`config.mk`:
```
export PLATFORM = sky130hd
export DESIGN_NAME = beam_scan_controller
export DESIGN_NICKNAME = d
export VERILOG_FILES = /design/src/rtl/beam_scan_controller.sv
export SDC_FILE = /design/constraint.sdc
export NUM_CORES = 1
export LEC_CHECK = 0
export ABC_AREA = 0
export CELL_PAD_IN_SITES_DETAIL_PLACEMENT = 0
export CELL_PAD_IN_SITES_GLOBAL_PLACEMENT = 1
export CORE_MARGIN = 5
export CORE_UTILIZATION = 40
export DETAILED_ROUTE_END_ITERATION = 10
export PLACE_DENSITY_LB_ADDON = 0.1
export SLEW_MARGIN = 20
export SYNTH_ARGS = -nofsm -noshare
export SYNTH_HDL_FRONTEND = slang
export SYNTH_SLANG_ARGS = --single-unit
```
`constraint.sdc`:
```
create_clock -name clk -period 4.21 [get_ports clk]
set_clock_uncertainty 0.2 [all_clocks]
set_input_delay 0.842 -clock clk [delete_from_list [all_inputs] [get_ports clk]]
set_output_delay 0.842 -clock clk [all_outputs]
set_load 0.05 [all_outputs]
```
`src/rtl/beam_scan_controller.sv`:
```
// rtl/beam_scan_controller.sv - 2-D steering-angle sweep with peak-energy (direction-of-arrival) search
//
// Steps the delay-and-sum beamformer through a raster of (hori, vert) steering
// angles. At each point the angles are applied, steer_en is pulsed, the delay
// line is allowed to refill, and |sample - midscale| is integrated. The point
// with the largest integrated energy is published when the sweep completes.
//
// Ports:
//   clk, rst                 system clock, synchronous active-high reset
//   start                    begin a sweep (sampled only while idle)
//   abort                    stop the sweep (honoured whenever not idle)
//   sample_valid, beam_data  beamformer output stream (unsigned, midscale offset)
//   steer_en                 steering enable, high for STEER_PULSE cycles per point
//   steer_hori, steer_vert   current steering angles (7-bit signed)
//   busy                     sweep in progress
//   done                     1-cycle pulse, best_* valid and updated in that cycle
//   best_hori, best_vert     angle pair of the highest-energy point
//   best_energy              energy of that point
//
// Build option: define SCAN_CONTINUOUS_EN to restart the sweep automatically
// after each completed sweep; otherwise one sweep runs per start.

module beam_scan_controller #(
    parameter int BIT_WIDTH      = 8,
    parameter int ANGLE_MIN      = -27,
    parameter int ANGLE_MAX      = 27,
    parameter int ANGLE_STEP     = 9,
    parameter int STEER_PULSE    = 4,
    parameter int SETTLE_SAMPLES = 256,
    parameter int INTEG_SAMPLES  = 64,
    parameter int ACC_W          = 24
) (
    input  logic                    clk,
    input  logic                    rst,
    input  logic                    start,
    input  logic                    abort,
    input  logic                    sample_valid,
    input  logic [BIT_WIDTH-1:0]    beam_data,
    output logic                    steer_en,
    output logic signed [6:0]       steer_hori,
    output logic signed [6:0]       steer_vert,
    output logic                    busy,
    output logic                    done,
    output logic signed [6:0]       best_hori,
    output logic signed [6:0]       best_vert,
    output logic [ACC_W-1:0]        best_energy
);

    localparam logic [2:0] S_IDLE    = 3'd0;
    localparam logic [2:0] S_STEER   = 3'd1;
    localparam logic [2:0] S_SETTLE  = 3'd2;
    localparam logic [2:0] S_INTEG   = 3'd3;
    localparam logic [2:0] S_COMPARE = 3'd4;
    localparam logic [2:0] S_ADVANCE = 3'd5;
    localparam logic [2:0] S_DONE    = 3'd6;

    localparam logic signed [7:0] A_MIN  = 8'(ANGLE_MIN);
    localparam logic signed [7:0] A_MAX  = 8'(ANGLE_MAX);
    localparam logic signed [7:0] A_STEP = 8'(ANGLE_STEP);

    localparam logic [15:0] STEER_LAST  = 16'(STEER_PULSE - 1);
    localparam logic [15:0] SETTLE_LAST = 16'(SETTLE_SAMPLES - 1);
    localparam logic [15:0] INTEG_LAST  = 16'(INTEG_SAMPLES - 1);

    localparam logic [BIT_WIDTH-1:0] MID = {1'b1, {(BIT_WIDTH-1){1'b0}}};

    logic [2:0]              state;
    logic [15:0]             cnt;
    logic signed [7:0]       hori;
    logic signed [7:0]       vert;
    logic [ACC_W-1:0]        acc;
    logic                    first_pt;
    logic [ACC_W-1:0]        wb_energy;
    logic signed [6:0]       wb_hori;
    logic signed [6:0]       wb_vert;

    logic [BIT_WIDTH-1:0]    mag;
    logic [ACC_W:0]          sum;
    logic [ACC_W-1:0]        acc_sat;
    logic signed [7:0]       hori_nx;
    logic signed [7:0]       vert_nx;
    logic                    hori_wrap;
    logic                    vert_end;
    logic                    beats_best;

    always_comb begin
        mag        = (beam_data >= MID) ? (beam_data - MID) : (MID - beam_data);
        // One extra bit catches the carry so the accumulator clamps instead of wrapping.
        sum        = {1'b0, acc} + (ACC_W+1)'(mag);
        acc_sat    = sum[ACC_W] ? {ACC_W{1'b1}} : sum[ACC_W-1:0];
        hori_nx    = hori + A_STEP;
        vert_nx    = vert + A_STEP;
        hori_wrap  = (hori_nx > A_MAX);
        vert_end   = (vert_nx > A_MAX);
        // Strict compare: on a tie the earlier point in raster order is kept.
        beats_best = first_pt || (acc > wb_energy);
    end

    always_ff @(posedge clk) begin
        if (rst) begin
            state       <= S_IDLE;
            cnt         <= '0;
            hori        <= A_MIN;
            vert        <= A_MIN;
            acc         <= '0;
            first_pt    <= 1'b0;
            wb_energy   <= '0;
            wb_hori     <= '0;
            wb_vert     <= '0;
            best_hori   <= '0;
            best_vert   <= '0;
            best_energy <= '0;
        end else if (abort && (state != S_IDLE)) begin
            // Drop the sweep without publishing; best_* keep the last completed result.
            state <= S_IDLE;
            cnt   <= '0;
        end else begin
            case (state)
                S_IDLE: begin
                    if (start) begin
                        hori      <= A_MIN;
                        vert      <= A_MIN;
                        first_pt  <= 1'b1;
                        wb_energy <= '0;
                        wb_hori   <= '0;
                        wb_vert   <= '0;
                        cnt       <= '0;
                        state     <= S_STEER;
                    end
                end
                S_STEER: begin
                    if (cnt == STEER_LAST) begin
                        cnt   <= '0;
                        state <= S_SETTLE;
                    end else begin
                        cnt <= cnt + 16'd1;
                    end
                end
                S_SETTLE: begin
                    if (sample_valid) begin
                        if (cnt == SETTLE_LAST) begin
                            cnt   <= '0;
                            acc   <= '0;
                            state <= S_INTEG;
                        end else begin
                            cnt <= cnt + 16'd1;
                        end
                    end
                end
                S_INTEG: begin
                    if (sample_valid) begin
                        acc <= acc_sat;
                        if (cnt == INTEG_LAST) begin
                            cnt   <= '0;
                            state <= S_COMPARE;
                        end else begin
                            cnt <= cnt + 16'd1;
                        end
                    end
                end
                S_COMPARE: begin
                    if (beats_best) begin
                        wb_energy <= acc;
                        wb_hori   <= hori[6:0];
                        wb_vert   <= vert[6:0];
                    end
                    first_pt <= 1'b0;
                    state    <= S_ADVANCE;
                end
                S_ADVANCE: begin
                    if (!hori_wrap) begin
                        hori  <= hori_nx;
                        state <= S_STEER;
                    end else if (!vert_end) begin
                        hori  <= A_MIN;
                        vert  <= vert_nx;
                        state <= S_STEER;
                    end else begin
                        // Publish on entry to DONE so best_* are valid while done is high.
                        best_energy <= wb_energy;
                        best_hori   <= wb_hori;
                        best_vert   <= wb_vert;
                        state       <= S_DONE;
                    end
                end
                S_DONE: begin
`ifdef SCAN_CONTINUOUS_EN
                    hori      <= A_MIN;
                    vert      <= A_MIN;
                    first_pt  <= 1'b1;
                    wb_energy <= '0;
                    wb_hori   <= '0;
                    wb_vert   <= '0;
                    cnt       <= '0;
                    state     <= S_STEER;
`else
                    state <= S_IDLE;
`endif
                end
                default: begin
                    state <= S_IDLE;
                end
            endcase
        end
    end

    assign steer_en   = (state == S_STEER);
    assign busy       = (state != S_IDLE);
    assign done       = (state == S_DONE);
    assign steer_hori = hori[6:0];
    assign steer_vert = vert[6:0];

endmodule

```
==> results by group <==
Clock tree
  – H-tree lvl count: 4
  – Worst-Skew Late Latency: 420 ps
  – Clock transition at path regs: 60 ps
  – Hold-fix buffers at CTS: 0
  – Post-CTS Setup Repair Bufs: 0
  – CTS Sinks: about 140
  – Clock root buffer master: clkbuf_16
  – CTS tree: built
  – CTS Buffer Depth: 2
  – Post-cts resize count: 0
  – CTS buffer count: 17

Pwr
  – Static Leak: approximately 3.1 nW
  – Maximum VDD drop: 0.3186 mV
  – Power consumption: between 3 and 4 mW
  – Power Density: 399.7 nW/µm²

Setup path
  – WP data required: between 4000 and 5000 ps
  – Crit Path Class: in2reg
  – Worst-path fanout max: 11
  – CP cell instances: clkdlybuf4s50_1 -> inv_1 -> ha_1 -> mux2_2 -> inv_1 -> fa_1 -> nand2b_1 -> a21boi_0 -> o21ai_0 -> a21o_1 -> a21oi_1 -> buf_4 -> nand2_1 -> a21o_1 -> a21oi_1
  – Reg-to-reg critical path endpoint: wb_energy[13]
  – WP data arrival: 3850 ps
  – Reg2Reg Depth: 10
  – Slowest Stage Delay on Critical Path: 490 ps
  – Startpoint Class: primary input
  – Critical path endpoint category: flip-flop
  – Worst R2R Setup Slack: 980 ps
  – Worst R2R Start: wb_energy[21]
  – CP max stage cell: clkdlybuf4s50_1

Logic synthesis
  – Post-Syn Nets: 1006
  – Synth Warn #: 0
  – Yosys cell types: 72
  – Top_reg_cell synth: dfxtp_1
  – Mapped cell area: 7300 µm²
  – Sequential share of the synthesized area: 0.3730
  – Syn avg cell area: 7.659 µm²
  – Post-synthesis cell count: 953
  – Fraction of registers with async set/reset: 0
  – Post-synth EDFFs: 0
  – #FFs+latches synth: between 100 and 150

Floorplan
  – Die Span X: 145.1 µm
  – Die area: around 21000 µm²
  – Core area: 17960 µm²
  – IO Pins: 68
  – Die Y: 145.1 µm
  – Initial core utilization: 0.4064
  – Row count: 49

Timing
  – Final TNS setup: 0 ps
  – Slew headroom: 0.5521
  – Final setup violation count: 0
  – Fmax achieved: 269.5 MHz
  – Tcrit/Tclk final: 0.8814
  – Worst slew pin tran: about 650 ps
  – Final min period: 3711 ps
  – RSZ-0062 raised after global routing: false
  – Final Hold Violating Endpoints: 0
  – Fin. max-slew vios: 0

Place
  – Port buffer count: between 60 and 70
  – HPWL Detailed: 13.24 mm
  – Placed Instances: about 1200
  – Gpl congestion: about 0.84

Routing
  – Pre-Repair DR Iteration Count: 5
  – Total Wirelength: around 19 mm
  – Final ANT Viol Nets: 0
  – # DRC: 0
  – DRT iter0 DRCs: 386
  – Avg WL per Cell: about 15 µm
  – Vias: 6531
  – Via/cell ratio: 5.275

Worst hold path
  – Hold crit path type: reg2reg
  – Hold Path Origin: wb_hori[5]
  – WHS Path Cells: 2
  – WHS Endpoint: wb_hori[5]

Finish
  – Layout Nets: 1049
  – Final Non-Filler Cells: around 1200
  – P&R area growth vs syn: 19.06%
  – Share of cells above drive strength 1: 0.07136
  – Fillers: approximately 1900
  – Antenna cells: 0

Global routing
  – Total GRT Usage: 0.1767
  – Largest net degree at the start of global routing: 60
  – Number of global-route vias before repair: about 6100
  – Total gr overflow: 0
  – Initial antenna violation count: 0
  – First-pass GRT wire length: 31.69 mm

Run status
  – Status: finished, final reports clean

Job
  – Max-Cap Viols: 0
## per-stage QoR
| stage | area (µm²) | worst slack (ps) | hold WS [ps] | utilization |
|---|---|---|---|---|
| after floorplan | 7300 | 726.9 | 232.1 | - |
| after CTS | 8691 | 504.7 | 253.9 | 0.4838 |
| final | 8691 | 499.3 | 251.3 | 0.4838 |
| after detailed placement | 8060 | 81.15 | 245.5 | 0.4487 |
| after global routing | 8691 | 206.9 | 265.7 | 0.4838 |
| after global placement | 8060 | 129.9 | 241.4 | 0.4487 |
## cells in the final DEF, fill, tap and decap left out, types with 7 or more instances in the layout
cell type / Yosys / final
nand4_1: 12 / 12
clkbuf_16: 0 / 17
nand2_1: 163 / 163
xnor2_1: 9 / 9
dfxtp_1: 136 / 136
a21oi_1: 133 / 133
a31oi_1: 16 / 16
inv_1: 45 / 45
buf_4: 17 / 23
clkdlybuf4s50_1: 0 / 66
nand3_1: 57 / 57
o21ai_0: 41 / 41
a21o_1: 11 / 11
nor3_1: 22 / 21
nor2_1: 75 / 74
ha_1: 39 / 39
and3_1: 7 / 7
xor2_1: 14 / 14
or3_1: 8 / 8
## how the worst max path moves through the flow
stage                 start       to  slack (ps)  cells past startpoint
2_1_floorplan  beam_data[0]  acc[12]         730                     14
3_3_place_gp   beam_data[1]  acc[23]         130                     14
3_5_place_dp   beam_data[1]   acc[4]          80                     15
4_1_cts        beam_data[1]   acc[4]         500                     15
5_1_grt        beam_data[1]   acc[1]         210                     15
6_report       beam_data[1]   acc[1]         500                     15
## metal layers
| metal | wire [µm] | share of wire | track usage |
|---|---|---|---|
| met1 | 9821 | 0.52 | 0.2623 |
| met3 | 754 | 0.040 | 0.02775 |
| met2 | 7911 | 0.42 | 0.2634 |
| met4 | 303 | 0.016 | 0.05317 |
| met5 | 0 | 0 | 0 |
## power breakdown
part           switching [mW]  internal [mW]
registers              0.0419           1.31
logic                   0.375          0.151
clock network           0.576           1.02
total                   0.993           2.48
## critical path, delay by kind of cell
| kind | cells | cell delay (ps) |
|---|---|---|
| buf+inv | 4 | 800 |
| compound gates | 6 | 1130 |
| fa+ha+maj | 2 | 670 |
| mux | 1 | 160 |
| simple gates | 2 | 250 |
## cell families (layout without fill, tap and decap cells)
family | after synthesis | after routing | synth area share
buffers and inverters | 112 | 168 | 0.07662
AOI/OAI and AO/OA | 253 | 253 | 0.2057
adders and majority gates | 40 | 40 | 0.06959
xor gates and xnor gates | 23 | 23 | 0.02760
DFF | 136 | 136 | 0.3730
and+or+nand+nor | 384 | 384 | 0.2405
muxes | 5 | 5 | 0.007028
## area by class of cell
class / count / area [µm²] / area share
Clock buffer: 21 / 460.4 / 0.05298
Clock inverter: 11 / 170.2 / 0.01958
Inverter: 46 / 172.7 / 0.01987
Multi-Input combinational cell: 705 / 4025 / 0.4631
Sequential cell: 136 / 2723 / 0.3133
Tap cell: 229 / 286.5 / 0.03297
Timing Repair Buffer: 90 / 853.3 / 0.09819
## synthesized netlist by cell type (all sizes together), types with 2 or more instances
library cell    n  share of area
dfxtp         136           0.37
o22ai           2         0.0026
o211ai          4         0.0048
a31oi          17          0.017
nand2         163          0.084
a221oi          3         0.0045
o21a            5         0.0051
clkbuf         28          0.015
a211oi          4         0.0041
nor4            5         0.0043
a21oi         133          0.091
xnor2           9          0.011
a22oi           4         0.0041
ha             39          0.067
nor2           76          0.039
mux2i           4         0.0055
o21ai          44          0.030
a41oi           4         0.0048
and2            3         0.0026
nor4b           2         0.0024
nor2b           5         0.0043
a21o           11          0.011
o31ai           7         0.0079
a31o            2         0.0024
xor2           14          0.017
nand4b          2         0.0024
inv            46          0.024
nand4          12          0.010
or3             9         0.0084
nor3           24          0.018
and3            8         0.0075
nand3b          3         0.0031
nand2b          6         0.0051
buf            38          0.038
nand3          57          0.039
or2             5         0.0043
## flip-flops by register name, indices dropped and copies added (netlist names), 8 cells and up
register / flops
vert: 8
cnt: 16
hori: 8
acc: 24
wb_energy: 24
best_energy: 24
Note: power is estimated with default switching activity, not from simulation.
